**config.mk**
```make
export PLATFORM = sky130hd
export DESIGN_NAME = pipe_skid_buffer_flat
export DESIGN_NICKNAME = d
export VERILOG_FILES = /design/src/rtl/pipe_pkg.sv /design/src/rtl/pipe_skid_buffer_if.sv /design/src/rtl/pipe_skid_buffer_reg.sv /design/src/rtl/pipe_skid_buffer.sv /design/src/flat_wrapper.sv
export SDC_FILE = /design/constraint.sdc
export NUM_CORES = 1
export LEC_CHECK = 0
export ABC_AREA = 1
export CORE_MARGIN = 1.5
export CORE_UTILIZATION = 25
export CTS_CLUSTER_SIZE = 8
export DETAILED_ROUTE_END_ITERATION = 8
export PLACE_DENSITY = 0.52
export SLEW_MARGIN = 20
export SYNTH_ARGS = -nofsm -noshare
export SYNTH_HDL_FRONTEND = slang
export SYNTH_SLANG_ARGS = --single-unit
```
**constraint.sdc**
```tcl
create_clock -name clk -period 1.4 [get_ports clk]
set_input_delay 0.28 -clock clk [delete_from_list [all_inputs] [get_ports clk]]
set_output_delay 0.28 -clock clk [all_outputs]
set_load 0.1 [all_outputs]
```
**src/rtl/pipe_pkg.sv**
```systemverilog
// pipe_pkg: shared state encoding and depth for the pipeline skid buffer
package pipe_pkg;
   typedef enum logic [1:0] {EMPTY = 2'd0, ONE = 2'd1, FULL = 2'd2} skid_state_t;
   localparam logic [1:0] SKID_DEPTH = 2'd2;
endpackage

```
**src/rtl/pipe_skid_buffer_if.sv**
```systemverilog
// pipe_skid_buffer_if: valid/ready handshake bundle for both sides of the skid buffer
interface pipe_skid_buffer_if #(parameter int p_nbits = 32);
   logic               in_val;
   logic               in_rdy;
   logic [p_nbits-1:0] in_msg;
   logic               out_val;
   logic               out_rdy;
   logic [p_nbits-1:0] out_msg;
   logic [1:0]         count;
   modport slave (input in_val, in_msg, out_rdy, output in_rdy, out_val, out_msg, count);
   modport master (output in_val, in_msg, out_rdy, input in_rdy, out_val, out_msg, count);
endinterface

```
**src/rtl/pipe_skid_buffer_reg.sv**
```systemverilog
// Register_RTL: enable register with synchronous clear
module Register_RTL #(parameter int p_nbits = 32) (
   input  logic               clk,
   input  logic               rst,
   input  logic               en,
   input  logic [p_nbits-1:0] d,
   output logic [p_nbits-1:0] q
);
   always_ff @(posedge clk)
      if (rst) q <= '0;
      else if (en) q <= d;
endmodule

```
**src/rtl/pipe_skid_buffer.sv**
```systemverilog
// pipe_skid_buffer: two-entry elastic register with registered valid/ready on both sides
module pipe_skid_buffer
   import pipe_pkg::*;
#(parameter int p_nbits = 32) (
   input logic clk,
   input logic rst,
   pipe_skid_buffer_if.slave bus
);
   skid_state_t        state, state_n;
   logic               in_fire, out_fire, main_en, skid_en;
   logic [p_nbits-1:0] main_d, main_q, skid_q;
   assign bus.out_val = state != EMPTY;
   assign bus.in_rdy  = state != FULL;
   assign bus.out_msg = main_q;
   assign bus.count   = state == FULL ? SKID_DEPTH : state == ONE ? 2'd1 : 2'd0;
   assign in_fire  = bus.in_val && bus.in_rdy;
   assign out_fire = bus.out_val && bus.out_rdy;
   always_comb begin
      state_n = state == EMPTY ? (in_fire ? ONE : EMPTY)
              : state == ONE   ? (in_fire && !out_fire ? FULL : !in_fire && out_fire ? EMPTY : ONE)
              : state == FULL  ? (out_fire ? ONE : FULL)
              : EMPTY;
      main_en = (state == EMPTY && in_fire) || (state == ONE && in_fire && out_fire)
              || (state == FULL && out_fire);
      skid_en = state == ONE && in_fire && !out_fire;
      main_d  = state == FULL ? skid_q : bus.in_msg;
   end
   always_ff @(posedge clk)
      if (rst) state <= EMPTY;
      else state <= state_n;
   Register_RTL #(.p_nbits(p_nbits)) u_main (
      .clk(clk), .rst(rst), .en(main_en), .d(main_d), .q(main_q)
   );
   // skid only ever captures the younger message while main still holds the head
   Register_RTL #(.p_nbits(p_nbits)) u_skid (
      .clk(clk), .rst(rst), .en(skid_en), .d(bus.in_msg), .q(skid_q)
   );
endmodule

```
**src/flat_wrapper.sv**
```systemverilog
// flat-port wrapper written by rule: the top's interface ports become plain ports
module pipe_skid_buffer_flat import pipe_pkg::*;
#(parameter int p_nbits = 32)
  (clk, rst, bus_in_val, bus_in_msg, bus_out_rdy, bus_in_rdy, bus_out_val, bus_out_msg, bus_count);
  pipe_skid_buffer_if #(.p_nbits(p_nbits)) bus_i ();
  input logic clk;
  input logic rst;
  input wire logic [$bits(bus_i.in_val)-1:0] bus_in_val;
  input wire logic [$bits(bus_i.in_msg)-1:0] bus_in_msg;
  input wire logic [$bits(bus_i.out_rdy)-1:0] bus_out_rdy;
  output wire logic [$bits(bus_i.in_rdy)-1:0] bus_in_rdy;
  output wire logic [$bits(bus_i.out_val)-1:0] bus_out_val;
  output wire logic [$bits(bus_i.out_msg)-1:0] bus_out_msg;
  output wire logic [$bits(bus_i.count)-1:0] bus_count;
  assign bus_i.in_val = bus_in_val;
  assign bus_i.in_msg = bus_in_msg;
  assign bus_i.out_rdy = bus_out_rdy;
  assign bus_in_rdy = bus_i.in_rdy;
  assign bus_out_val = bus_i.out_val;
  assign bus_out_msg = bus_i.out_msg;
  assign bus_count = bus_i.count;
  pipe_skid_buffer #(.p_nbits(p_nbits)) u_core (.clk(clk), .rst(rst), .bus(bus_i));
endmodule
```
# Word level (Yosys, flattened, before mapping)

Index checks and enable logic that the tools add are counted.

Register bits after elaboration: 66
Latch bits: 0
RAM bits: 0
Memory bits (read-only): 0
Bits of input ports: 36
Output and inout bits: 36
Logic and storage cells: 31
Memories: 0

Add/sub/neg operators: 0
Multiply operators: 0
Div/mod/pow operators: 0
Magnitude comparators: 0
Equality and inequality tests: 3
Shift-type cells: 0
Mux-type cells: 10
Bitwise operators: 0
Reductions and logical operators: 15

Operators with widths:

| kind                                                                   | count |
|---|---|
| 32-bit two-way mux                                                     | 1 |
| 2-bit two-way mux                                                      | 6 |
| 1-bit logical AND                                                      | 9 |
| 1-bit two-way mux                                                      | 3 |
| 2-bit by 1-bit equality test with 1-bit output (second input constant) | 1 |
| 2-bit equality test (second input constant)                            | 1 |
| 1-bit zero test                                                        | 2 |
| 2-bit zero test                                                        | 1 |
| 1-bit logical OR                                                       | 2 |
| 2-bit inequality test (second input constant)                          | 1 |
| 2-bit nonzero test                                                     | 1 |

# Depth between registers and ports, before layout

Gate-level depths: netlist (run 1).

Word-level depth: 8
Depth in mapped cells: 8
Mapped depth without buffers: 7

# Modules after synthesis

From an unflattened synthesis (run 1), not the netlist that was laid out.

Cell total of the unflattened synthesis: 533
Area total of the unflattened synthesis: 3264.4 um2

By module, submodules not included:

| module           | times used | cells each | area each (um2) | seq. area each (um2) |
|---|---|---|---|---|
| Register_RTL     | 2          | 203        | 1338.8          | 640.6 |
| pipe_skid_buffer | 1          | 127        | 586.8           | 40.0 |

# Worst setup path after synthesis (run 1)

Ideal clock, no wire load.

Kind: reg-to-output
From: register u_core.state[0]
To: output bus_count[0]
Arrival: 1.942 ns
Required time: 1.120 ns
Slack: -0.822 ns
Stages on the path, launching flop included: 5
Buffers on the path: 2
Cells stage by stage: dfxtp_1 -> inv_2 -> buf_6 -> buf_2 -> nor2_1

Longest elaborated chain between the ends: 3
Elaborated cells between the ends (all ways): 4
Classes of those cells: eq/ne: 2; mux: 2

Ends and longest elaborated chain:

| item                                           | line                   | source |
|---|---|---|
| start: declaration                             | pipe_skid_buffer.sv:9  | `skid_state_t state, state_n;` |
| start signal: assignment                       | pipe_skid_buffer.sv:30 | `else state <= state_n;` |
| 2-bit by 1-bit equality test with 1-bit output | pipe_skid_buffer.sv:15 | `assign bus.count = state == FULL ? SKID_DEPTH : state == ONE ? 2'd1 : 2'd0;` |
| 1-bit two-way mux                              | pipe_skid_buffer.sv:15 |  |
| 2-bit two-way mux *                            | pipe_skid_buffer.sv:15 |  |
| end: declaration                               | flat_wrapper.sv:14     | `output wire logic [$bits(bus_i.count)-1:0] bus_count;` |

Every way passes the cells marked *; elsewhere a longest branch is shown, timed or not.

# Worst setup path after layout (run 1)

Same ends and word-level chain as after synthesis.

==> impl_metrics.yaml, run 1 <==
synth:
  syn_area_sq_mm: 0.00319
  syn_inst: 477
  synth_top_area_share: 0.414
  ys_seq_elements: 66
  yosysUniqueCellTypes: 18
  synthTopCellsByArea: "dfxtp_1 (41%), nand2_1 (12%), nor2_1 (12%)"
  seq_area_frac_synth: 0.414
  yosysTopAreaCell: "dfxtp_1"
  yosys_warnings: 0
  syn-num-nets: 513
  synth.avg_cell_area_sq_um: 6.70
pwr:
  irDropWorstVdd_uv: 448
  power_leakage_uw: 0.00218
  powerDensity_mw_per_mm2: 1300
  finalPower_uw: 6450
critical_path:
  arrival_ns: 1.16
  path_cells: "inv_4, buf_12, nor2_4, buf_12"
  slowest_delay_ns: 0.35
  crit_fanout: 5
  crit_slowest_cell: "dfxtp_2"
  crit_path_frequent_cell: "buf_12"
  startpoint_type: "flip-flop"
  crit_required_ns: 1.12
  r2r-start: "u_core.state[1]"
  endpoint_kind: "output port"
  r2r_cells: 6
  cp-startpoint: "u_core.state[0]"
  critical_path_class: "reg2out"
route:
  wl_per_cell_microns: 11.5
  via_count: 3138
  viasPerCell: 4.32
  finalWirelength_microns: 8360
  first_pass_iters: 4
  drt_iter0_drc: 173
  ant_nets: 0
  drc: 0
place:
  pre_cts_ws_ns: -0.341
  place_area_sq_mm: 0.00450
  place_congestion: 0.724
  hpwl_microns: 5720
  port-buffer-count: 71
timing:
  slew_violations: 0
  worst_pin_slew_ns: 0.340
  fmax_mhz: 693
  period_share: 1.03
  hold_viol: 0
  setup_viol: 3
  min_period_ns: 1.44
  fin_ws_ns: -0.0438
  skew_ns: 0.00383
  grt_setup_unrepaired: "yes"
  slew_headroom: 0.773
clock_network:
  cts_hold_buffers: 0
  numCtsBuffers: 9
  clkSinkCount: 66
  clk_pin_slew_worst_paths_ns: 0.05
  htree_levels: 3
  cts_root_buf: "clkbuf_16"
  cts_tree: "done"
  cts_buffer_depth: 2
  clk_latency_ns: 0.33
final_layout:
  finalCoreUtilization: 0.395
  mostFrequentLayoutCell: "nand2_1"
  final_nets: 585
  nFillCells: 1332
  final_area_sq_mm: 0.00495
  antennaDiodeCount: 0
  drive_above_1_share: 0.170
  mostFrequentLayoutCells: "nand2_1 (98), nor2_1 (97), nand3_1 (64), dfxtp_1 (64), buf_12 (46)"
  area_delta_synth_final_pct: 55.0
grt:
  use_met2: 0.231
  grt_antenna_before_repair: 0
  grt_pass1_wl_microns: 14000
  grt-ovfl-total: 0
  grt_max_degree: 35
  gr-usage-met3: 0.0418
  grt_busiest_layer: "met2"
  grt_use_total: 0.134
  first_global_vias: 2989
  use_met1: 0.160
floorplanning:
  dieArea_sq_mm: 0.0135
  die_x_microns: 116
  start_util: 0.255
  io_pins: 72
  row_count: 41
  die_y_microns: 116
  coreArea_sq_mm: 0.0125
run:
  max_cap_violations: 0
outcome:
  outcome: "finished, violations left"
  failed_checks: "setup timing"
hold_path:
  min_from: "u_core.u_skid.q[15]"
  holdPathStages: 2
  worstHoldPathType: "reg2reg"
registers in the layout (all words and copies together), names as in the netlist:
register         cells
u_core.u_main.q     32
u_core.u_skid.q     32
u_core.state         2
worst max-delay path, delay by kind of cell, from the launching register on:
kind | cells | cell delay (ns)
buf+inv | 3 | 0.39
simple gates | 1 | 0.10
flops | 1 | 0.35
worst paths after layout:
path	slack (ns)	endpoint
setup / recovery	-0.04	bus_count[0]
hold / removal	0.48	u_core.u_skid.q[15]
setup reg to reg	0.08	u_core.u_skid.q[22]
hold reg to reg	0.48	u_core.u_skid.q[15]
report_power, final:
group	total, uW	internal (uW)	switching, uW
clock	2450	1610	843
combinational	1870	728	1140
sequential	2130	2010	119
total	6450	4350	2100
logic make-up (layout without fill, tap and decap cells):
| kind of cell | after synthesis | count (layout) | synth area share |
|---|---|---|---|
| flip-flops | 66 | 66 | 0.414 |
| AND/OR/NAND/NOR | 267 | 267 | 0.356 |
| AO/OA/AOI/OAI | 68 | 68 | 0.107 |
| buffers and inverters | 76 | 153 | 0.124 |
what timing repair did:
action,CTS,global route
endpoints found under the setup margin,5,14
gates cloned,1,0
gates resized for setup,5,3
pin swaps,1,1
buffers inserted,8,1
per-stage QoR:
stage	hold slack, ns	instances	setup TNS (ns)
floorplan	0.428	477	-0.175
global placement	0.465	700	-13.62
detailed placement	0.473	700	-14.83
CTS	0.486	725	-0.140
global route	0.507	726	-0.216
finish	0.484	726	-0.0495
synth_stat cells:
library cell / number
nand2_1: 99
o21ai_1: 13
nor2_1: 98
nand2_2: 1
dfxtp_1: 66
clkbuf_2: 1
o21ai_0: 22
nor2_8: 1
nand3_1: 64
nand3_4: 1
inv_1: 36
a21oi_1: 33
inv_2: 4
buf_6: 10
nand2_4: 3
buf_2: 15
buf_4: 4
clkbuf_1: 6
area by class of cell:
class                   count  area (sq um)  share of cell area
clock buffers              10           239              0.0483
clock inverters             6          88.8              0.0179
inverters                  40           159              0.0321
multi-input cells         335          1500               0.303
flip-flops and latches     66          1330               0.268
well taps                 172           215              0.0435
repair buffers             97          1420               0.287
routing by layer:
layer  vias up  share of wire
li1       1643              -
met1      1418           0.44
met2        71           0.49
met3         6          0.053
met4         0          0.010
met5         -              0
No activity file was read; power rests on OpenSTA's default activity.
==> run 2, diff against run 1 <==
--- a/config.mk
+++ b/config.mk
@@ -8,9 +8,11 @@
 export ABC_AREA = 1
 export CORE_MARGIN = 1.5
 export CORE_UTILIZATION = 25
+export CTS_CLUSTER_DIAMETER = 80
 export CTS_CLUSTER_SIZE = 8
 export DETAILED_ROUTE_END_ITERATION = 8
 export PLACE_DENSITY = 0.52
+export REMOVE_ABC_BUFFERS = 1
 export SLEW_MARGIN = 20
 export SYNTH_ARGS = -nofsm -noshare
 export SYNTH_HDL_FRONTEND = slang
==> impl_metrics.yaml, run 2 (synthesis gave the netlist of run 1 again) <==
outcome:
  outcome: "finished, final reports clean"
run:
  max_cap_violations: 0
clock_network:
  htree_levels: 3
  cts_root_buf: "clkbuf_16"
  clkSinkCount: 66
  clk_latency_ns: 0.32
  cts_hold_buffers: 0
  numCtsBuffers: 9
  clk_pin_slew_worst_paths_ns: 0.05
  cts_tree: "done"
  cts_buffer_depth: 2
place:
  place_congestion: 0.743
  dp.cells: 699
  pre_cts_ws_ns: -0.327
  port-buffer-count: 71
  hpwl_microns: 5590
critical_path:
  critical_path_class: "reg2out"
  arrival_ns: 1.10
  crit_required_ns: 1.12
  startpoint_type: "flip-flop"
  crit_slowest_cell: "dfxtp_4"
  r2r-start: "u_core.state[1]"
  path_cells: "inv_2, nand2_4, buf_12"
  crit_fanout: 6
  endpoint_kind: "output port"
  cp-startpoint: "u_core.state[1]"
  slowest_delay_ns: 0.44
grt:
  grt_max_degree: 43
  first_global_vias: 2821
  gr-usage-met3: 0.0309
  grt_pass1_wl_microns: 13600
  grt-ovfl-total: 0
  grt_busiest_layer: "met2"
  grt_use_total: 0.128
  use_met2: 0.212
  use_met1: 0.166
  grt_antenna_before_repair: 0
final_layout:
  multi_input_area_sq_mm: 0.00150
  mostFrequentLayoutCell: "nand2_1"
  final_nets: 578
  antennaDiodeCount: 0
  drive_above_1_share: 0.156
  largestRegisters: "u_core.u_main.q: 32 flops, u_core.u_skid.q: 32 flops, u_core.state: 2 flops"
  fin_cells: 717
  area_delta_synth_final_pct: 50.6
  nFillCells: 1316
  ff_latch_area_sq_mm: 0.00133
  mostFrequentLayoutCells: "nand2_1 (98), nor2_1 (97), nand3_1 (64), dfxtp_1 (64), buf_12 (43)"
route:
  first_pass_iters: 5
  via_count: 3127
  viasPerCell: 4.36
  wl_per_cell_microns: 11.5
  finalWirelength_microns: 8230
  drc: 0
  drt_iter0_drc: 230
  ant_nets: 0
pwr:
  intPower_uw: 4280
  seqPwrFrac: 0.338
  powerDensity_mw_per_mm2: 1310
  pwr-share-clk: 0.375
  pwr-share-comb: 0.288
  p_sw_frac: 0.322
  finalPower_uw: 6320
  irDropWorstVdd_uv: 495
  power_leakage_uw: 0.00212
  p_sw_uw: 2040
floorplanning:
  dieArea_sq_mm: 0.0135
  start_util: 0.255
  die_x_microns: 116
  die_y_microns: 116
  row_count: 41
  coreArea_sq_mm: 0.0125
  io_pins: 72
timing:
  hold_viol: 0
  period_share: 0.983
  tns_ns: 0
  slew_violations: 0
  slew_headroom: 0.779
  grt_setup_unrepaired: "yes"
  min_period_ns: 1.38
  hold_slack_ns: 0.482
  setup_viol: 0
  fin_ws_ns: 0.0237
  fmax_mhz: 727
  skew_ns: 0.00680
  worst_pin_slew_ns: 0.332
hold_path:
  min_from: "u_core.u_skid.q[25]"
  worstHoldPathType: "reg2reg"
run 2: cell count changes in the layout (fill, tap and decap cells not counted):
cell | previous run | this run
buf_4 | 14 | 11
clkinvlp_4 | 3 | 0
inv_2 | 3 | 4
o21ai_1 | 14 | 13
bufbuf_16 | 1 | 0
o21ai_0 | 21 | 22
inv_1 | 34 | 33
clkbuf_1 | 0 | 1
buf_12 | 46 | 43
nor2_2 | 0 | 1
nor2_4 | 1 | 0
run 2: layout make-up:
class / instances / area share
clock buffers: 11 / 0.0505
clock inverters: 3 / 0.0135
inverters: 40 / 0.0333
multi-input cells: 335 / 0.311
flip-flops and latches: 66 / 0.276
well taps: 172 / 0.0447
repair buffers: 90 / 0.271
run 2: path summary, 6_finish.rpt:
path	cells after the start	to	slack, ns
setup / recovery	3	bus_out_val	0.02
hold / removal	2	u_core.u_skid.q[25]	0.48
setup reg to reg	7	u_core.u_main.q[2]	0.10
hold reg to reg	2	u_core.u_skid.q[25]	0.48
run 2: per-stage QoR:
stage | utilization | area (sq um)
after detailed placement | 0.354 | 4440
after global routing | 0.384 | 4810
final | 0.384 | 4810
after floorplan | - | 2950
after CTS | 0.383 | 4800
after global placement | 0.354 | 4440
run 2: power by group through the flow:
stage	Combinational (uW)	Clock (uW)	Sequential (uW)
floorplan	478	0	2760
global placement	1790	0	2170
detailed placement	1810	0	2180
CTS	1830	2430	2140
global route	1940	2530	2150
finish	1820	2370	2130
run 2: critical path: cells and delay by family (launching register included):
family        cells  cell delay, ns
flops             1            0.44
buf+inv           2            0.25
simple gates      1            0.08
run 2: timing repair:
item                       CTS  global route
buffers inserted             4             0
pin swaps                    1             1
resized for setup           10             3
setup endpoints to repair    5            30
gates cloned                 0             0
run 2: layer usage:
| metal | routed length (microns) | vias to the layer above | share of wire |
|---|---|---|---|
| li1 | - | 1627 | - |
| met1 | 3860 | 1434 | 0.47 |
| met2 | 3990 | 60 | 0.49 |
| met3 | 327 | 6 | 0.040 |
| met4 | 48 | 0 | 0.0058 |
| met5 | 0 | - | 0 |
